File: src/rtl/receiver.sv
// rtl/receiver.sv - UART 8N1 receive stage with mid-bit sampling and valid/rd handshake
module receiver #(
    parameter int WAIT_DIV = 868
) (
    input  logic       clk,
    input  logic       rst_n,
    input  logic       rx,
    input  logic       rd,
    output logic [7:0] data_out,
    output logic       valid,
    output logic       frame_err,
    output logic       overrun,
    output logic       busy
);

    localparam int        HALF_DIV  = WAIT_DIV / 2;
    localparam logic [9:0] WAIT_LAST = 10'(WAIT_DIV - 1);
    localparam logic [9:0] HALF_LAST = 10'(HALF_DIV - 1);

    typedef enum logic [2:0] {
        S_IDLE,
        S_START,
        S_DATA,
        S_STOP,
        S_BREAK
    } state_t;

    state_t     state_q, state_d;
    logic       rx_meta_q, rx_s_q;
    logic [9:0] wait_q, wait_d;
    logic [2:0] bit_q, bit_d;
    logic [7:0] shift_q, shift_d;
    logic [7:0] data_q, data_d;
    logic       valid_q, valid_d;
    logic       fe_q, fe_d;
    logic       ov_q, ov_d;

    // Synchroniser resets to 1 so a reset never looks like a start edge
    always_ff @(posedge clk or negedge rst_n) begin
        if (!rst_n) begin
            rx_meta_q <= 1'b1;
            rx_s_q    <= 1'b1;
        end else begin
            rx_meta_q <= rx;
            rx_s_q    <= rx_meta_q;
        end
    end

    always_ff @(posedge clk or negedge rst_n) begin
        if (!rst_n) begin
            state_q <= S_IDLE;
            wait_q  <= '0;
            bit_q   <= '0;
            shift_q <= '0;
            data_q  <= '0;
            valid_q <= 1'b0;
            fe_q    <= 1'b0;
            ov_q    <= 1'b0;
        end else begin
            state_q <= state_d;
            wait_q  <= wait_d;
            bit_q   <= bit_d;
            shift_q <= shift_d;
            data_q  <= data_d;
            valid_q <= valid_d;
            fe_q    <= fe_d;
            ov_q    <= ov_d;
        end
    end

    always_comb begin
        state_d = state_q;
        wait_d  = wait_q;
        bit_d   = bit_q;
        shift_d = shift_q;
        data_d  = data_q;
        valid_d = valid_q;
        fe_d    = 1'b0;
        ov_d    = 1'b0;

        if (rd && valid_q) begin
            valid_d = 1'b0;
        end

        case (state_q)
            S_IDLE: begin
                if (!rx_s_q) begin
                    state_d = S_START;
                    wait_d  = '0;
                end
            end
            S_START: begin
                if (wait_q == HALF_LAST) begin
                    wait_d  = '0;
                    bit_d   = '0;
                    state_d = rx_s_q ? S_IDLE : S_DATA;
                end else begin
                    wait_d = wait_q + 10'd1;
                end
            end
            S_DATA: begin
                if (wait_q == WAIT_LAST) begin
                    shift_d = {rx_s_q, shift_q[7:1]};
                    wait_d  = '0;
                    if (bit_q == 3'd7) begin
                        state_d = S_STOP;
                    end else begin
                        bit_d = bit_q + 3'd1;
                    end
                end else begin
                    wait_d = wait_q + 10'd1;
                end
            end
            S_STOP: begin
                if (wait_q == WAIT_LAST) begin
                    wait_d = '0;
                    if (rx_s_q) begin
                        // Delivery takes priority over a same-cycle rd clear
                        data_d  = shift_q;
                        valid_d = 1'b1;
                        ov_d    = valid_q && !rd;
                        state_d = S_IDLE;
                    end else begin
                        fe_d    = 1'b1;
                        state_d = S_BREAK;
                    end
                end else begin
                    wait_d = wait_q + 10'd1;
                end
            end
            S_BREAK: begin
                if (rx_s_q) begin
                    state_d = S_IDLE;
                end
            end
            default: state_d = S_IDLE;
        endcase
    end

    assign data_out  = data_q;
    assign valid     = valid_q;
    assign frame_err = fe_q;
    assign overrun   = ov_q;
    assign busy      = (state_q != S_IDLE);

endmodule
File: config.mk
export PLATFORM = sky130hd
export DESIGN_NAME = receiver
export DESIGN_NICKNAME = d
export VERILOG_FILES = /design/src/rtl/receiver.sv
export SDC_FILE = /design/constraint.sdc
export NUM_CORES = 1
export LEC_CHECK = 0
export CORE_AREA = 2 2 92 94
export DETAILED_ROUTE_END_ITERATION = 8
export DIE_AREA = 0 0 94 96
export PLACE_DENSITY = 0.4
export SLEW_MARGIN = 20
export SYNTH_ARGS = -nofsm -noshare
export SYNTH_HDL_FRONTEND = slang
export SYNTH_SLANG_ARGS = --single-unit
export TNS_END_PERCENT = 30
File: constraint.sdc
create_clock -name clk -period 2.4 [get_ports clk]
set_input_delay 0.6 -clock clk [delete_from_list [all_inputs] [get_ports clk]]
set_output_delay 0.6 -clock clk [all_outputs]
set_load 0.03 [all_outputs]
==> results.json, run 1 <==
{
  "top_level_ports": 16,
  "post_synthesis_compound_gate_area_fraction_pct": 13.6,
  "synth-async-reset-ratio_pct": 100,
  "layout_worst_path_cycle_share_pct": 94.3,
  "power.leakage_nw": 1.02,
  "vias_per_cell": 4.52,
  "clock_latency_on_the_worst_skew_pair_ns": 0.28,
  "timing.critical_path.slowest_cell_delay_ns": 0.59,
  "synthMuxAreaShare_pct": 12.2,
  "seq_area_frac_synth_pct": 47.1,
  "nNetsFinal": 204,
  "setup_violations": 0,
  "worst-slew-pin-transition_ns": 0.528,
  "synth-simple-area-share_pct": 19.0,
  "ys.flop_type": "sky130_fd_sc_hd__dfrtp_1",
  "antennaDiodeCount": 0,
  "drc_violations_left": 0,
  "main_combinational_cell_family_by_area_after_synthesis": "simple AND/OR/NAND/NOR gates",
  "tns_ns": 0,
  "port_buffers": 15,
  "outcome": "complete, no violations",
  "timing.max_slew.rel_slack_pct": 64.7,
  "dr_total_vias": 1364,
  "critical_path_peak_fanout": 7,
  "die_width_um": 94,
  "postSynthRegisterBits": 37,
  "unrepaired_setup_endpoints_after_global_routing": "no",
  "wire_length_of_the_first_global_routing_pass_mm": 6.74,
  "number_of_antenna_violations_at_the_first_check_in_global_routing": 0,
  "maximum_number_of_pins_on_one_net_before_global_route_repair": 18,
  "maxCapViolCount": 0,
  "synthDistinctLibCells": 53,
  "rows": 33,
  "vias_in_the_first_global_route": 1342,
  "start_util_pct": 24.5,
  "detailedRoute.firstIterationViolations": 67,
  "detailedPlacementHpwl_mm": 2.84,
  "totalPowerFinal_mw": 1.14,
  "mostFrequentLayoutCell": "sky130_fd_sc_hd__dfrtp_1",
  "netlist.top_cell.by_area": "sky130_fd_sc_hd__dfrtp_1",
  "pwr_density_cell_nw_per_um2": 491,
  "mappedNetlistArea_um2": 1970,
  "postLayoutCoreUtil_pct": 29.0,
  "chip_height_um": 96,
  "antenna_left": 0,
  "cts_buffers": 5,
  "clock_sinks": 37,
  "cts_tree": "yes",
  "post_synthesis_instance_total": 176,
  "drtPass1Iterations": 4,
  "final_max_slew_viol_count": 0,
  "global_route.overflow_total": 0,
  "routed_wirelength_mm": 3.98,
  "ctsResizeCount": 0,
  "worst-setup-path-type": "reg -> out",
  "cp.arrival_ns": 1.66,
  "die-area_um2": 9020,
  "layout-area-overhead-vs-synth_pct": 18.3,
  "finalHoldViolCount": 0,
  "worst_voltage_drop_across_the_vdd_grid_mv": 0.175,
  "wl_per_cell_um": 13.2,
  "synth_enable_flop_cells": 0,
  "worst_hold_slack_ns": 0.198,
  "post-cts-setup-buffer-count": 0,
  "crit_path_end_kind": "primary output",
  "synth-warning-count": 0,
  "grt_use_total_pct": 9.65,
  "synth_largest_type_area_fraction_pct": 44.4,
  "nFillCells": 836,
  "clock_tree.buffer_depth": 2,
  "synth_area_leaders": "sky130_fd_sc_hd__dfrtp_1 (44%), sky130_fd_sc_hd__mux2_4 (6.1%), sky130_fd_sc_hd__mux2_2 (4.6%), sky130_fd_sc_hd__nand2_1 (2.9%), sky130_fd_sc_hd__dfstp_2 (2.7%)",
  "htreeDepth": 2,
  "post_synthesis_xor_xnor_area_fraction_pct": 0.444,
  "mappedNetlistNets": 184,
  "core_box_area_um2": 8050,
  "timing.clock.skew_ns": 0.00321,
  "worst_setup_path_start_kind": "flip-flop",
  "post_synthesis_share_of_cell_area_spent_on_full_adders_half_adders_and_majority_gates_pct": 2.54,
  "r2r_setup_slack_ns": 0.35,
  "globalplace.congestion": 0.769,
  "critPathRequiredTime_ns": 1.80,
  "syn-mean-instance-area_um2": 11.2,
  "list_of_cells_traversed_by_the_critical_path": "or3_1, clkdlybuf4s50_1",
  "clkSlewWorstSetupHoldPaths_ns": 0.08,
  "hold_class": "in -> async",
  "most-common-layout-cells": "sky130_fd_sc_hd__dfrtp_1 (35), sky130_fd_sc_hd__nand2_1 (15), sky130_fd_sc_hd__clkdlybuf4s50_1 (14)",
  "fmax_mhz": 442,
  "cpMaxStageDelayCell": "sky130_fd_sc_hd__clkdlybuf4s50_1",
  "final_period_minus_worst_setup_slack_ns": 2.26,
  "final_layout_size_suffix_gt1_share_pct": 23.9,
  "cts.hold.buffers_added": 0,
  "cts-root-buf": "sky130_fd_sc_hd__clkbuf_8"
}
==> registers in the layout, indices dropped and copies added, names as in the netlist <==
register and count:
bit_q 3, data_out 8, frame_err 1, overrun 1, rx_meta_q 1, rx_s_q 1
shift_q 8, state_q 3, valid 1, wait_q 10
==> power by group <==
part / switching (mW) / leakage [nW] / internal [mW]
Combinational: 0.0133 / 0.467 / 0.00656
Sequential: 0.00246 / 0.495 / 0.626
Clock: 0.231 / 0.0549 / 0.265
Total: 0.246 / 1.02 / 0.898
==> worst max-delay path: cells and delay by family (launching register included) <==
family | cells | cell delay (ns)
buffers and inverters | 1 | 0.59
DFF | 1 | 0.46
and+or+nand+nor | 1 | 0.33
==> through the flow <==
step / cells / worst slack (ns) / cell area [µm²]
6_report: 302 / 0.136 / 2330
5_1_grt: 302 / 0.0766 / 2330
4_1_cts: 302 / 0.123 / 2330
3_5_place_dp: 294 / 0.360 / 2230
3_3_place_gp: 294 / 0.366 / 2230
2_1_floorplan: 176 / 0.570 / 1970
==> layout make-up <==
| type | instances | area, µm² | area share (%) |
|---|---|---|---|
| clock inverter | 1 | 8.76 | 0.376 |
| inverter | 9 | 33.8 | 1.45 |
| timing repair buffer | 21 | 190 | 8.15 |
| clock buffer | 7 | 96.3 | 4.13 |
| tap | 105 | 131 | 5.63 |
| sequential | 37 | 928 | 39.8 |
| multi-input combinational | 122 | 943 | 40.5 |
==> layer usage <==
layer	track usage [%]	share of wire, %	vias to the layer above
met4	3.74	1.2	0
met1	12.6	51	663
li1	-	-	682
met2	15.4	46	17
met5	0	0	-
met3	2.43	2.3	2
==> synth_stat cells, drive strengths merged, types with 2 or more instances <==
cell,number
or3b,2
nand2,15
or2,2
inv,9
nor3b,2
and4bb,2
nand4,3
mux2i,3
and3,4
a21oi,6
dfstp,2
nand3,8
o221ai,3
clkbuf,3
buf,5
o211ai,4
nand2b,2
o21ai,5
mux2,16
nor3,8
ha,4
nor2b,3
o31ai,2
o21a,2
a31oi,2
nor2,8
dfrtp,35
==> worst paths after layout <==
| check | from | endpoint | cells after the start |
|---|---|---|---|
| min | rst_n | wait_q[4] | 1 |
| max | state_q[0] | busy | 2 |
| min in group clk | rx_meta_q | rx_s_q | 0 |
| min reg2reg | rx_meta_q | rx_s_q | 0 |
| max reg2reg | bit_q[0] | bit_q[1] | 6 |
| max in group asynchronous | rst_n | data_out[7] | 2 |
==> kinds of logic after synthesis <==
group	after synthesis
buffers and inverters	17
AND/OR/NAND/NOR	64
AO/OA/AOI/OAI	34
multiplexers	19
XOR/XNOR	1
adder cells (fa/ha/maj)	4
flip-flops	37
Power figures use the tool's default switching activity.
==> run 2, diff against run 1 <==
- ABC_CLOCK_PERIOD_IN_PS: unset -> 2400
==> results of run 2 <==
The final DEF is identical to that of run 1; final timing and power are the same.
==> run 3, diff against run 2 <==
- HOLD_SLACK_MARGIN: unset -> 0.03
==> results of run 3 <==
The final DEF is identical to that of run 1; final timing and power are the same.
